$ cat src/rtl/fp_accumulator.sv
// fp_accumulator: running FP32 sum fed by the FP multiplier product stream.
// Sequential IDLE -> ALIGN -> ADD -> NORM datapath, one normalize shift per
// cycle. Exponent 0 is treated as zero, results truncate, no Inf/NaN.
// Ports:
//   clk, rst        rising-edge clock, asynchronous active-high reset
//   in_valid/ready  operand handshake, in_data = {sign, exp, man}
//   clear           synchronous clear of sum and sticky flags (IDLE only)
//   acc_out         registered running sum
//   out_valid       one-cycle pulse when acc_out was just written
//   busy            FSM not in IDLE
//   ovf, uf         sticky exponent overflow / underflow flush
module fp_accumulator #(
  parameter int EXP_W = 8,
  parameter int MAN_W = 23,
  parameter int BIAS  = 127
) (
  input  logic                   clk,
  input  logic                   rst,
  input  logic                   in_valid,
  output logic                   in_ready,
  input  logic [EXP_W+MAN_W:0]   in_data,
  input  logic                   clear,
  output logic [EXP_W+MAN_W:0]   acc_out,
  output logic                   out_valid,
  output logic                   busy,
  output logic                   ovf,
  output logic                   uf
);
  localparam int W = 1 + EXP_W + MAN_W;
  localparam int M = MAN_W + 1;
  typedef logic [EXP_W:0] xexp_t;  // one spare bit to see the carry-out exponent
  localparam xexp_t            EXP_MAX = xexp_t'(2 * BIAS);
  localparam xexp_t            EXP_ONE = xexp_t'(1);
  localparam logic [EXP_W-1:0] SH_LIM  = EXP_W'(M);

  typedef enum logic [1:0] {IDLE, ALIGN, ADD, NORM} state_t;

  state_t        state_q, state_d;
  logic [W-1:0]  a_q, a_d, b_q, b_d, acc_q, acc_d;
  logic          sign_q, sign_d, sub_q, sub_d;
  xexp_t         exp_q, exp_d;
  logic [M-1:0]  ma_q, ma_d, mb_q, mb_d;
  logic          out_valid_q, out_valid_d, ovf_q, ovf_d, uf_q, uf_d;

  // ALIGN / ADD combinational helpers
  logic             a_zero, b_zero, swap;
  logic [W-1:0]     op_hi, op_lo;
  logic [EXP_W-1:0] d_sh;
  logic [M-1:0]     m_lo_sh;
  logic [M:0]       sum;
  logic [M-1:0]     diff, m_add;
  xexp_t            e_add;

  assign a_zero  = (a_q[W-2 -: EXP_W] == '0);
  assign b_zero  = (b_q[W-2 -: EXP_W] == '0);
  // {exp, man} compares as a magnitude, so this orders by exp then mantissa
  assign swap    = (b_q[W-2:0] > a_q[W-2:0]);
  assign op_hi   = swap ? b_q : a_q;
  assign op_lo   = swap ? a_q : b_q;
  assign d_sh    = op_hi[W-2 -: EXP_W] - op_lo[W-2 -: EXP_W];
  assign m_lo_sh = (d_sh >= SH_LIM) ? '0 : ({1'b1, op_lo[MAN_W-1:0]} >> d_sh);
  assign sum     = {1'b0, ma_q} + {1'b0, mb_q};
  assign diff    = ma_q - mb_q;  // |A| >= |B| so this never wraps
  assign m_add   = sum[M] ? sum[M:1] : sum[M-1:0];
  assign e_add   = exp_q + xexp_t'(sum[M]);

  // state register
  always_ff @(posedge clk or posedge rst) begin
    if (rst) state_q <= IDLE;
    else     state_q <= state_d;
  end

  // next state
  always_comb begin
    state_d = state_q;
    case (state_q)
      IDLE:  if (!clear && in_valid) state_d = ALIGN;
      ALIGN: state_d = (a_zero || b_zero) ? IDLE : ADD;
      ADD: begin
        if (!sub_q && e_add > EXP_MAX)  state_d = IDLE;
        else if (sub_q && diff == '0)   state_d = IDLE;
        else                            state_d = NORM;
      end
      NORM:  if (ma_q[M-1] || exp_q <= EXP_ONE) state_d = IDLE;
      default: state_d = IDLE;
    endcase
  end

  // datapath and result registers
  always_comb begin
    a_d = a_q; b_d = b_q; acc_d = acc_q;
    sign_d = sign_q; sub_d = sub_q; exp_d = exp_q;
    ma_d = ma_q; mb_d = mb_q;
    out_valid_d = 1'b0; ovf_d = ovf_q; uf_d = uf_q;
    case (state_q)
      IDLE: begin
        if (clear) begin
          acc_d = '0; ovf_d = 1'b0; uf_d = 1'b0;
        end else if (in_valid) begin
          a_d = acc_q; b_d = in_data;
        end
      end
      ALIGN: begin
        if (a_zero || b_zero) begin
          acc_d = a_zero ? (b_zero ? '0 : b_q) : a_q;
          out_valid_d = 1'b1;
        end else begin
          sign_d = op_hi[W-1];
          sub_d  = a_q[W-1] ^ b_q[W-1];
          exp_d  = {1'b0, op_hi[W-2 -: EXP_W]};
          ma_d   = {1'b1, op_hi[MAN_W-1:0]};
          mb_d   = m_lo_sh;
        end
      end
      ADD: begin
        if (!sub_q) begin
          if (e_add > EXP_MAX) begin
            // saturate to the largest finite magnitude
            acc_d = {sign_q, {(EXP_W-1){1'b1}}, 1'b0, {MAN_W{1'b1}}};
            ovf_d = 1'b1; out_valid_d = 1'b1;
          end else begin
            ma_d = m_add; exp_d = e_add;
          end
        end else if (diff == '0) begin
          acc_d = '0; out_valid_d = 1'b1;
        end else begin
          ma_d = diff;
        end
      end
      NORM: begin
        if (ma_q[M-1]) begin
          acc_d = {sign_q, exp_q[EXP_W-1:0], ma_q[MAN_W-1:0]};
          out_valid_d = 1'b1;
        end else if (exp_q > EXP_ONE) begin
          ma_d = ma_q << 1; exp_d = exp_q - EXP_ONE;
        end else begin
          // another shift would need exponent 0: flush
          acc_d = '0; uf_d = 1'b1; out_valid_d = 1'b1;
        end
      end
      default: ;
    endcase
  end

  always_ff @(posedge clk or posedge rst) begin
    if (rst) begin
      a_q <= '0; b_q <= '0; acc_q <= '0;
      sign_q <= 1'b0; sub_q <= 1'b0; exp_q <= '0;
      ma_q <= '0; mb_q <= '0;
      out_valid_q <= 1'b0; ovf_q <= 1'b0; uf_q <= 1'b0;
    end else begin
      a_q <= a_d; b_q <= b_d; acc_q <= acc_d;
      sign_q <= sign_d; sub_q <= sub_d; exp_q <= exp_d;
      ma_q <= ma_d; mb_q <= mb_d;
      out_valid_q <= out_valid_d; ovf_q <= ovf_d; uf_q <= uf_d;
    end
  end

  // outputs
  always_comb begin
    in_ready  = (state_q == IDLE) && !clear;
    busy      = (state_q != IDLE);
    acc_out   = acc_q;
    out_valid = out_valid_q;
    ovf       = ovf_q;
    uf        = uf_q;
  end
endmodule
$ cat config.mk
export PLATFORM = sky130hd
export DESIGN_NAME = fp_accumulator
export DESIGN_NICKNAME = d
export VERILOG_FILES = /design/src/rtl/fp_accumulator.sv
export SDC_FILE = /design/constraint.sdc
export NUM_CORES = 1
export LEC_CHECK = 0
export ABC_AREA = 1
export CORE_ASPECT_RATIO = 1.5
export CORE_UTILIZATION = 55
export DETAILED_ROUTE_END_ITERATION = 6
export PLACE_DENSITY = 0.81
export SKIP_CTS_REPAIR_TIMING = 1
export SYNTH_ARGS = -nofsm -noshare
export SYNTH_HDL_FRONTEND = slang
export SYNTH_SLANG_ARGS = --single-unit
$ cat constraint.sdc
create_clock -name clk -period 6.4 [get_ports clk]
set_input_delay 0.96 -clock clk [delete_from_list [all_inputs] [get_ports clk]]
set_output_delay 0.96 -clock clk [all_outputs]
set_load 0.02 [all_outputs]
==> results.tsv <==
metric	value	unit
status	complete, no violations	
share of cells above drive strength 1	0.04852	
delay-heaviest family, CP	simple AND/OR/NAND/NOR gates	
Yosys top cell area share	0.3021	
final WL	45250	um
Worst Path Max Fanout	32	
Sink Count	160	
Hold Vio Cnt, Final	0	
fill cell count	2231	
initial core utilization	0.5602	
pin count of the biggest net entering global routing	75	
Slew @ Worst Pin	1.022	ns
final core occ	0.6219	
CTS tree	built	
via/cell ratio	6.156	
initial antenna violation count	0	
n_diodes	0	
post-synthesis cell count	1937	
Core ar.	23660	sq um
final instance area	14710	sq um
worst-skew pair later-pin latency	0.45	ns
Placed Instance Area	14110	sq um
CTS root buf	clkbuf_16	
DR vias	14020	
Setup CP Type	register to register	
Synth Flop Type	dfrtp_1	
Top cell by count, worst path	nand2_1	
io pins	73	
type of origin of the critical path	register	
WL/cell	19.87	um
Nets	2067	
worst path bufs/invs	3	
Post-Layout Cell Count	2277	
post-DP HPWL	34290	um
CTS max path bufs	2	
period utilisation layout	0.8651	
largest cells by area after synthesis	dfrtp_1 30%, nand2_1 14%, ha_1 7.8%	
Die Y	192.1	um
CP required	6.73	ns
H-tree levels	4	
Yosys cell types	64	
synthesized flop and latch total	160	
dpl cells	2246	
crit path time final	5.537	ns
area leader, netlist	dfrtp_1	
number of buffers inserted during clock tree synthesis	17	
largest stage delay on the critical path	0.78	ns
CP arrival	5.87	ns
crit end category	register	
Synth Warn #	0	
Max-cap violations	0	
die width	128.7	um
Die Footprint	24730	sq um
DR pass1 iterations	6	
Critical-path top delay cell	nand3_2	
gr usage total	0.3812	
area growth from synthesis to layout	11.01	%
number of global-route vias before repair	13070	
row cnt	69	
first-pass GRT wire length	71500	um
fmax	180.6	MHz
Hold Crit Class	register to register	
register area share after synthesis	0.3021	
Syn Area/Cell	6.842	sq um
Post-synth EDFFs	0	
Slew Limit Fails	0	
Setup Viol. Count Final	0	
Clock Skew	0.01420	ns
setup TNS	0	ns
syn_nets	2058	
Async SR Flop Fraction	1.000	
RSZ-0062 raised after global routing	false	
Starting DRT DRC Count	1611	
Worst slew margin	0.3177	
cell area after synthesis	13250	sq um
Synth top cells by count	484 x nand2_1, 207 x inv_1, 168 x nand3_1	
placer congestion estimate	1.009	
PortBufs	72	
most common cell in the netlist	nand2_1	
drt drc	0	
Routed Antenna Nets	0	
grt ovf	0	
Worst-path clk slew	0.07	ns
cell usage in the layout, fill, tap and decap left out, drive strengths merged, types with 27 or more instances in the layout:
cell / count
o211ai: 27
dfrtp: 160
nand2: 489
clkdlybuf4s50: 72
nor2: 147
xor2: 46
nand3: 172
ha: 83
a21oi: 163
o21ai: 132
inv: 212
nand4: 45
routing by layer:
metal | global-route usage | wire length, um
met5 | 0 | 0
met4 | 0.2294 | 2664
met3 | 0.06351 | 3726
met2 | 0.6181 | 21240
met1 | 0.4736 | 17620
through the flow:
step,setup slack (ns),hold WS (ns)
floorplan,1.120,0.4468
global placement,1.164,0.4623
detailed placement,0.9475,0.4719
CTS,0.9246,0.4866
global route,0.4168,0.5287
finish,0.8635,0.4862
state kept, by name, indices dropped and copies added, names as in the netlist:
signal,flops
b_q,32
a_q,32
uf,1
sub_q,1
ovf,1
acc_out,32
mb_q,24
ma_q,24
state_q,2
exp_q,9
out_valid,1
sign_q,1
tightest hold or removal path, cell delays in order, from the launching register on:
cell and delay [ns]:
dfrtp_1 0.34, nand2_1 0.05, o21ai_0 0.06
cell families (layout without fill, tap and decap cells):
group | Yosys count | in the layout | share of synthesized area
and+or+nand+nor | 882 | 882 | 0.2842
AOI/OAI and AO/OA | 429 | 429 | 0.1908
buffers and inverters | 317 | 338 | 0.09498
DFF | 160 | 160 | 0.3021
adders and majority gates | 85 | 85 | 0.08138
xor gates and xnor gates | 48 | 48 | 0.03314
muxes | 16 | 16 | 0.01341
worst paths after layout:
check | from | endpoint | slack (ns) | depth (start not counted)
max in group asynchronous | rst | b_q[21]$_DFFE_PP0P_ | 4.21 | 3
worst min-delay path | sign_q$_DFFE_PP0P_ | sign_q$_DFFE_PP0P_ | 0.49 | 2
worst max register to register | ma_q[1]$_DFFE_PP0P_ | acc_out[8]$_DFFE_PP0P_ | 0.86 | 26
worst max-delay path | ma_q[1]$_DFFE_PP0P_ | acc_out[8]$_DFFE_PP0P_ | 0.86 | 26
min in group asynchronous | rst | acc_out[13]$_DFFE_PP0P_ | 0.87 | 2
worst min register to register | sign_q$_DFFE_PP0P_ | sign_q$_DFFE_PP0P_ | 0.49 | 2
cell type report:
type                            instances  area, sq um  area share
Multi-Input combinational cell       1460         8013      0.5447
Sequential cell                       160         4004      0.2722
Timing Repair Buffer                   93        878.3     0.05970
Inverter                              214        812.0     0.05520
Clock buffer                           22        474.2     0.03223
Tap cell                              319        399.1     0.02713
Clock inverter                          9        131.4    0.008930
Power is not shown: default switching activity piles up to over one toggle a cycle in this logic, so the estimate is an artifact.
